===== config.mk =====
export PLATFORM = sky130hd
export DESIGN_NAME = oled_glyph_streamer
export DESIGN_NICKNAME = d
export VERILOG_FILES = /design/src/rtl/oled_pkg.sv /design/src/rtl/oled_glyph_streamer.sv
export SDC_FILE = /design/constraint.sdc
export NUM_CORES = 1
export LEC_CHECK = 0
export CORE_UTILIZATION = 50
export DETAILED_ROUTE_END_ITERATION = 8
export PLACE_DENSITY = 0.89
export RECOVER_POWER = 50
export SYNTH_ARGS = -nofsm -noshare
export SYNTH_HDL_FRONTEND = slang
export SYNTH_SLANG_ARGS = --single-unit
export TNS_END_PERCENT = 10

===== constraint.sdc =====
create_clock -name clk -period 1.85 [get_ports clk]
set_input_delay 0.185 -clock clk [delete_from_list [all_inputs] [get_ports clk]]
set_output_delay 0.185 -clock clk [all_outputs]
set_load 0.03 [all_outputs]

===== src/rtl/oled_pkg.sv =====
`default_nettype none
// ============================================================================
// Module  : oled_pkg
// Brief   : Shared types and widths for the OLED glyph streaming path.
// Rev     : 1.0  initial release
// ============================================================================
package oled_pkg;

    typedef enum logic [1:0] {
        IDLE = 2'd0,
        LOAD = 2'd1,
        SEND = 2'd2
    } state_t;

    localparam int GLYPH_BYTES = 8;
    localparam int ASCII_W     = 7;
    localparam int GLYPH_W     = 64;
    localparam int COL_W       = 3;

endpackage
`default_nettype wire


===== src/rtl/oled_glyph_streamer.sv =====
`default_nettype none
// ============================================================================
// Module  : oled_glyph_streamer
// Brief   : Accepts ASCII codes, fetches the glyph from an external ROM and
//           streams eight column bytes per character. GLYPH_INVERT_EN adds a
//           per-character inversion input (char_inv).
// Rev     : 1.0  initial release
// ============================================================================
module oled_glyph_streamer
    import oled_pkg::*;
#(
    parameter int CHARS_PER_LINE = 16
) (
    input  logic                 clk,
    input  logic                 rst_n,
    input  logic                 char_valid,
    output logic                 char_ready,
    input  logic [ASCII_W-1:0]   char_code,
`ifdef GLYPH_INVERT_EN
    input  logic                 char_inv,
`endif
    input  logic                 line_sync,
    output logic [ASCII_W-1:0]   rom_addr,
    input  logic [GLYPH_W-1:0]   rom_data,
    output logic                 byte_valid,
    input  logic                 byte_ready,
    output logic [7:0]           byte_data,
    output logic                 byte_last,
    output logic                 line_done,
    output logic                 busy
);

    localparam int                CNT_W       = (CHARS_PER_LINE > 1) ? $clog2(CHARS_PER_LINE) : 1;
    localparam logic [CNT_W-1:0]  c_LAST_CHAR = CNT_W'(CHARS_PER_LINE - 1);
    localparam logic [COL_W-1:0]  c_LAST_COL  = COL_W'(GLYPH_BYTES - 1);
    localparam logic [COL_W-1:0]  c_PRE_LAST  = COL_W'(GLYPH_BYTES - 2);

    state_t               r_state;
    logic [GLYPH_W-1:0]   r_shreg;
    logic [COL_W-1:0]     r_col_cnt;
    logic [CNT_W-1:0]     r_char_cnt;
    logic [ASCII_W-1:0]   r_rom_addr;
    logic                 r_char_ready;
    logic                 r_byte_valid;
    logic                 r_byte_last;
    logic                 r_line_done;
    logic                 r_busy;
    logic [GLYPH_W-1:0]   w_glyph;

`ifdef GLYPH_INVERT_EN
    logic                 r_inv;
    assign w_glyph = r_inv ? ~rom_data : rom_data;
`else
    assign w_glyph = rom_data;
`endif

    always_ff @(posedge clk or negedge rst_n) begin
        if (!rst_n) begin
            r_state      <= IDLE;
            r_shreg      <= '0;
            r_col_cnt    <= '0;
            r_char_cnt   <= '0;
            r_rom_addr   <= '0;
            r_char_ready <= 1'b1;
            r_byte_valid <= 1'b0;
            r_byte_last  <= 1'b0;
            r_line_done  <= 1'b0;
            r_busy       <= 1'b0;
`ifdef GLYPH_INVERT_EN
            r_inv        <= 1'b0;
`endif
        end else begin
            r_line_done <= 1'b0;
            case (r_state)
                IDLE: begin
                    // Clear before accept so a char offered with line_sync lands at position 0
                    if (line_sync) begin
                        r_char_cnt <= '0;
                    end
                    if (char_valid) begin
                        r_rom_addr   <= char_code;
`ifdef GLYPH_INVERT_EN
                        r_inv        <= char_inv;
`endif
                        r_state      <= LOAD;
                        r_char_ready <= 1'b0;
                        r_busy       <= 1'b1;
                    end
                end
                LOAD: begin
                    r_shreg      <= w_glyph;
                    r_col_cnt    <= '0;
                    r_byte_valid <= 1'b1;
                    r_byte_last  <= 1'b0;
                    r_state      <= SEND;
                end
                SEND: begin
                    if (byte_ready) begin
                        r_shreg     <= {r_shreg[GLYPH_W-9:0], 8'h00};
                        r_col_cnt   <= r_col_cnt + 1'b1;
                        // byte_last is registered one column ahead so it is valid with the byte
                        r_byte_last <= (r_col_cnt == c_PRE_LAST) && (r_char_cnt == c_LAST_CHAR);
                        if (r_col_cnt == c_LAST_COL) begin
                            r_char_cnt   <= (r_char_cnt == c_LAST_CHAR) ? '0 : r_char_cnt + 1'b1;
                            r_line_done  <= r_byte_last;
                            r_byte_valid <= 1'b0;
                            r_char_ready <= 1'b1;
                            r_busy       <= 1'b0;
                            r_state      <= IDLE;
                        end
                    end
                end
                default: begin
                    r_state <= IDLE;
                end
            endcase
        end
    end

    assign char_ready = r_char_ready;
    assign rom_addr   = r_rom_addr;
    assign byte_valid = r_byte_valid;
    assign byte_data  = r_shreg[GLYPH_W-1 -: 8];
    assign byte_last  = r_byte_last;
    assign line_done  = r_line_done;
    assign busy       = r_busy;

endmodule
`default_nettype wire


==> out/summary.log <==
INFO  run_status     outcome=completed
INFO  timing         period_utilisation_layout=94.2%
INFO  hold_path      hold_path_class=in -> reg
INFO  die            die_footprint=8700squm
INFO  die            core-area=7890squm
INFO  final_layout   nNetsFinal=467
INFO  final_layout   drive_above_1_share=28.1%
INFO  final_layout   register_area=2130squm
INFO  global_routing gr-total-overflow=0
INFO  pwr            p_seq_share=37.7%
INFO  cts            clk_path_buf_depth=2
INFO  routing        drt_wl_total=8310um
INFO  routing        drt-pass1-iter-count=4
INFO  timing         relSlewSlack=34.1%
INFO  die            placement_rows=32
INFO  global_routing grt_pass1_vias=2847
INFO  critical_path  crit_path_cell_trace=clkdlybuf4s50_1
INFO  die            io-pin-count=96
INFO  pwr            power_frac_comb=46.9%
INFO  global_routing grt_pass1_wl=13800um
INFO  timing         slew_violations=0
INFO  pwr            worst_ir_drop_vdd=0.000805V
INFO  critical_path  critical_path.startpoint_type=register
INFO  timing         final_hold_violation_count=0
INFO  critical_path  cp.required=1.66ns
INFO  timing         transition_at_the_pin_with_the_smallest_max_transition_slack=0.989ns
INFO  global_routing grt_busiest_layer=met2
INFO  pwr            power_leakage=2.34nW
INFO  logic_synthesis synth_warnings=0
INFO  die            floorplan.die.height=93.3um
INFO  place          place.port_buffers=95
INFO  routing        drtIter0Drc=44
INFO  critical_path  crit_slowest_cell=sky130_fd_sc_hd__clkdlybuf4s50_1
INFO  cts            clock_tree_root=sky130_fd_sc_hd__clkbuf_8
INFO  routing        number_of_routed_nets_with_antenna_violations=0
INFO  critical_path  highest_cell_delay_on_the_worst_timing_path=0.67ns
INFO  routing        post_drt_via_cell_ratio=5.32
INFO  timing         hold_slack=0.443ns
INFO  timing         grt_setup_unrepaired=no
INFO  routing        num_vias=2622
INFO  cts            cts-htree-levels=3
INFO  cts            insertion_delay=0.35ns
INFO  global_routing met1_usage=27.1%
INFO  routing        remaining_drc_errors=0
INFO  logic_synthesis synthesis.area=4160squm
INFO  timing         max_freq=574MHz
INFO  pwr            p_sw_share=33.0%
INFO  critical_path  worstPathBufferInverterCount=1
INFO  critical_path  endpoint_kind=primary output
INFO  final_layout   antenna_cells=0
INFO  global_routing gr-usage-all-layers=20.6%
INFO  final_layout   n_fill_cell=570
INFO  critical_path  timing.setup.critical_path_class=reg -> out
INFO  die            die_width=93.3um
INFO  global_routing grtUsageMet3=4.07%
INFO  global_routing antenna_found_initial=0
INFO  cts            clk_pin_slew=0.08ns
INFO  logic_synthesis yosys.cell_types.count=32
INFO  final_layout   areaGrowthSynthToFinish=29.1%
INFO  logic_synthesis post_synthesis_sequential_element_count=85
INFO  timing         finish_stage_setup_viols=0
INFO  timing         setup_tns=0ns
INFO  logic_synthesis share_of_synthesized_area_occupied_by_flip_flops_and_latches=51.1%
INFO  timing         period_needed=1.74ns
INFO  routing        route.detailed.wl_per_inst=16.8um
INFO  cts            cts_post_setup_buffers_inserted=0
INFO  pwr            cell_internal_power=5.60mW
INFO  critical_path  critPathTopFamily=buffers and inverters
INFO  cts            cts_buffers=9
INFO  global_routing grt_max_degree=42
INFO  critical_path  worst-path-max-fanout=2
INFO  flow_run       max-cap-violations=0
INFO  place          gp_routability_congestion=0.792
INFO  final_layout   multiInputGateArea=1840squm
INFO  global_routing groute.layer.met2.usage=33.9%
INFO  pwr            cellPowerDensity=1560nW/um^2
INFO  logic_synthesis syn-instance-count=291
INFO  place          detailed_place_hpwl=5890um
INFO  cts            numClockSinks=85
INFO  die            start_util=52.8%
INFO  logic_synthesis synth_area_per_inst=14.3squm
INFO  pwr            switching_power=2.76mW
INFO  pwr            share_of_power_burned_in_the_clock_network=15.4%
INFO  critical_path  cp_data_arrival_time=1.56ns
INFO  cts            tritoncts=yes
INFO  logic_synthesis mappedNetlistNets=371
INFO  timing         finClkSkew=0.0137ns
-- metrics by stage --
stage	instance area (sq um)	total power [mW]	cells	util, %	setup slack [ns]
detailed placement	5190	7.13	477	65.9	0.0567
global placement	5190	6.97	477	65.9	0.0909
floorplan	4160	6.19	291	-	0.306
finish	5380	8.37	493	68.2	0.107
CTS	5390	8.46	493	68.4	0.0853
global route	5380	8.89	493	68.2	0.0183
-- cell usage in the layout (no fill, tap or decap), drive strengths merged, types with 5 or more instances in the layout --
master and n:
a21oi 5, a22o 12, buf 7, clkbuf 15, clkdlybuf4s50 94, dfrtp 84, mux2 119, nand2 9
nor2 5
-- Yosys cell counts, drive strengths merged --
cell type  number  share of area, %
o21a            1              0.18
o21ai           4              0.48
buf            23               4.7
a21o            2              0.36
a21bo           1              0.24
nand4b          1              0.21
nor3            1              0.12
nor4            1              0.15
and2            2              0.30
a21oi           5              0.60
nor2            5              0.45
a22o           12               2.5
inv             3              0.27
nor2b           2              0.30
and4b           1              0.24
dfrtp          84                50
nand4           2              0.30
o211a           1              0.24
a211o           1              0.21
a221o           1              0.24
mux2          119                34
nand2           9              0.81
ha              4               1.2
dfstp           1              0.63
nand2b          3              0.63
and3            2              0.30
-- logic make-up (layout without fill, tap and decap cells) --
group,count (synthesis),after routing,share of synthesized area [%]
AND/OR/NAND/NOR,29,29,3.82
adder cells (fa/ha/maj),4,4,1.20
AO/OA/AOI/OAI,28,28,5.08
multiplexers,119,119,33.8
buffers and inverters,26,126,4.99
flip-flops,85,85,51.1
-- layer usage --
layer	wire length, um	share of wire (%)
met1	3700	45
met4	92	1.1
met5	0	0
met2	4100	49
met3	415	5.0
-- final cells by class --
class | count | area share (%)
well taps | 102 | 2.37
clock inverters | 6 | 1.21
repair buffers | 108 | 20.1
inverters | 3 | 0.209
multi-input cells | 180 | 34.2
flip-flops and latches | 85 | 39.6
clock buffers | 9 | 2.30
-- worst reg2reg max path: stages (launching register included) --
cell and delay (ns):
sky130_fd_sc_hd__dfrtp_1 0.43, sky130_fd_sc_hd__ha_1 0.22, sky130_fd_sc_hd__ha_1 0.21, sky130_fd_sc_hd__and4b_1 0.26
sky130_fd_sc_hd__and3_1 0.21, sky130_fd_sc_hd__a221o_1 0.25
-- path summary, 6_finish.rpt --
path                                   start       endpoint  slack, ns  depth (start not counted)
min in group asynchronous              rst_n   r_col_cnt[2]       0.53                          2
max in group asynchronous              rst_n    r_shreg[29]       0.43                          3
worst min-delay path             rom_data[2]     r_shreg[2]       0.44                          2
worst max-delay path              char_ready     char_ready       0.11                          1
worst min register to register    byte_valid     byte_valid       0.49                          2
worst max register to register  r_col_cnt[0]  r_char_cnt[2]       0.16                          5
-- flip-flops by register name (all words and copies together), names as in the netlist, 2 cells and up --
| name | count |
|---|---|
| r_char_cnt | 4 |
| r_col_cnt | 3 |
| rom_addr | 7 |
| r_shreg | 64 |
| r_state | 2 |
-- repair_timing --
item,4_1_cts,5_1_grt
hold buffers,1,0
endpoints found under the setup margin,0,0
gates resized for setup,0,0
endpoints found under the hold margin,36,0
-- power groups by stage --
stage / Clock (mW) / Sequential (mW) / Combinational (mW)
2_1_floorplan: 0 / 3.18 / 3.01
3_3_place_gp: 0 / 3.14 / 3.83
3_5_place_dp: 0 / 3.17 / 3.96
4_1_cts: 1.32 / 3.16 / 3.98
5_1_grt: 1.41 / 3.26 / 4.22
6_report: 1.29 / 3.15 / 3.93
No activity file was read; power rests on OpenSTA's default activity.
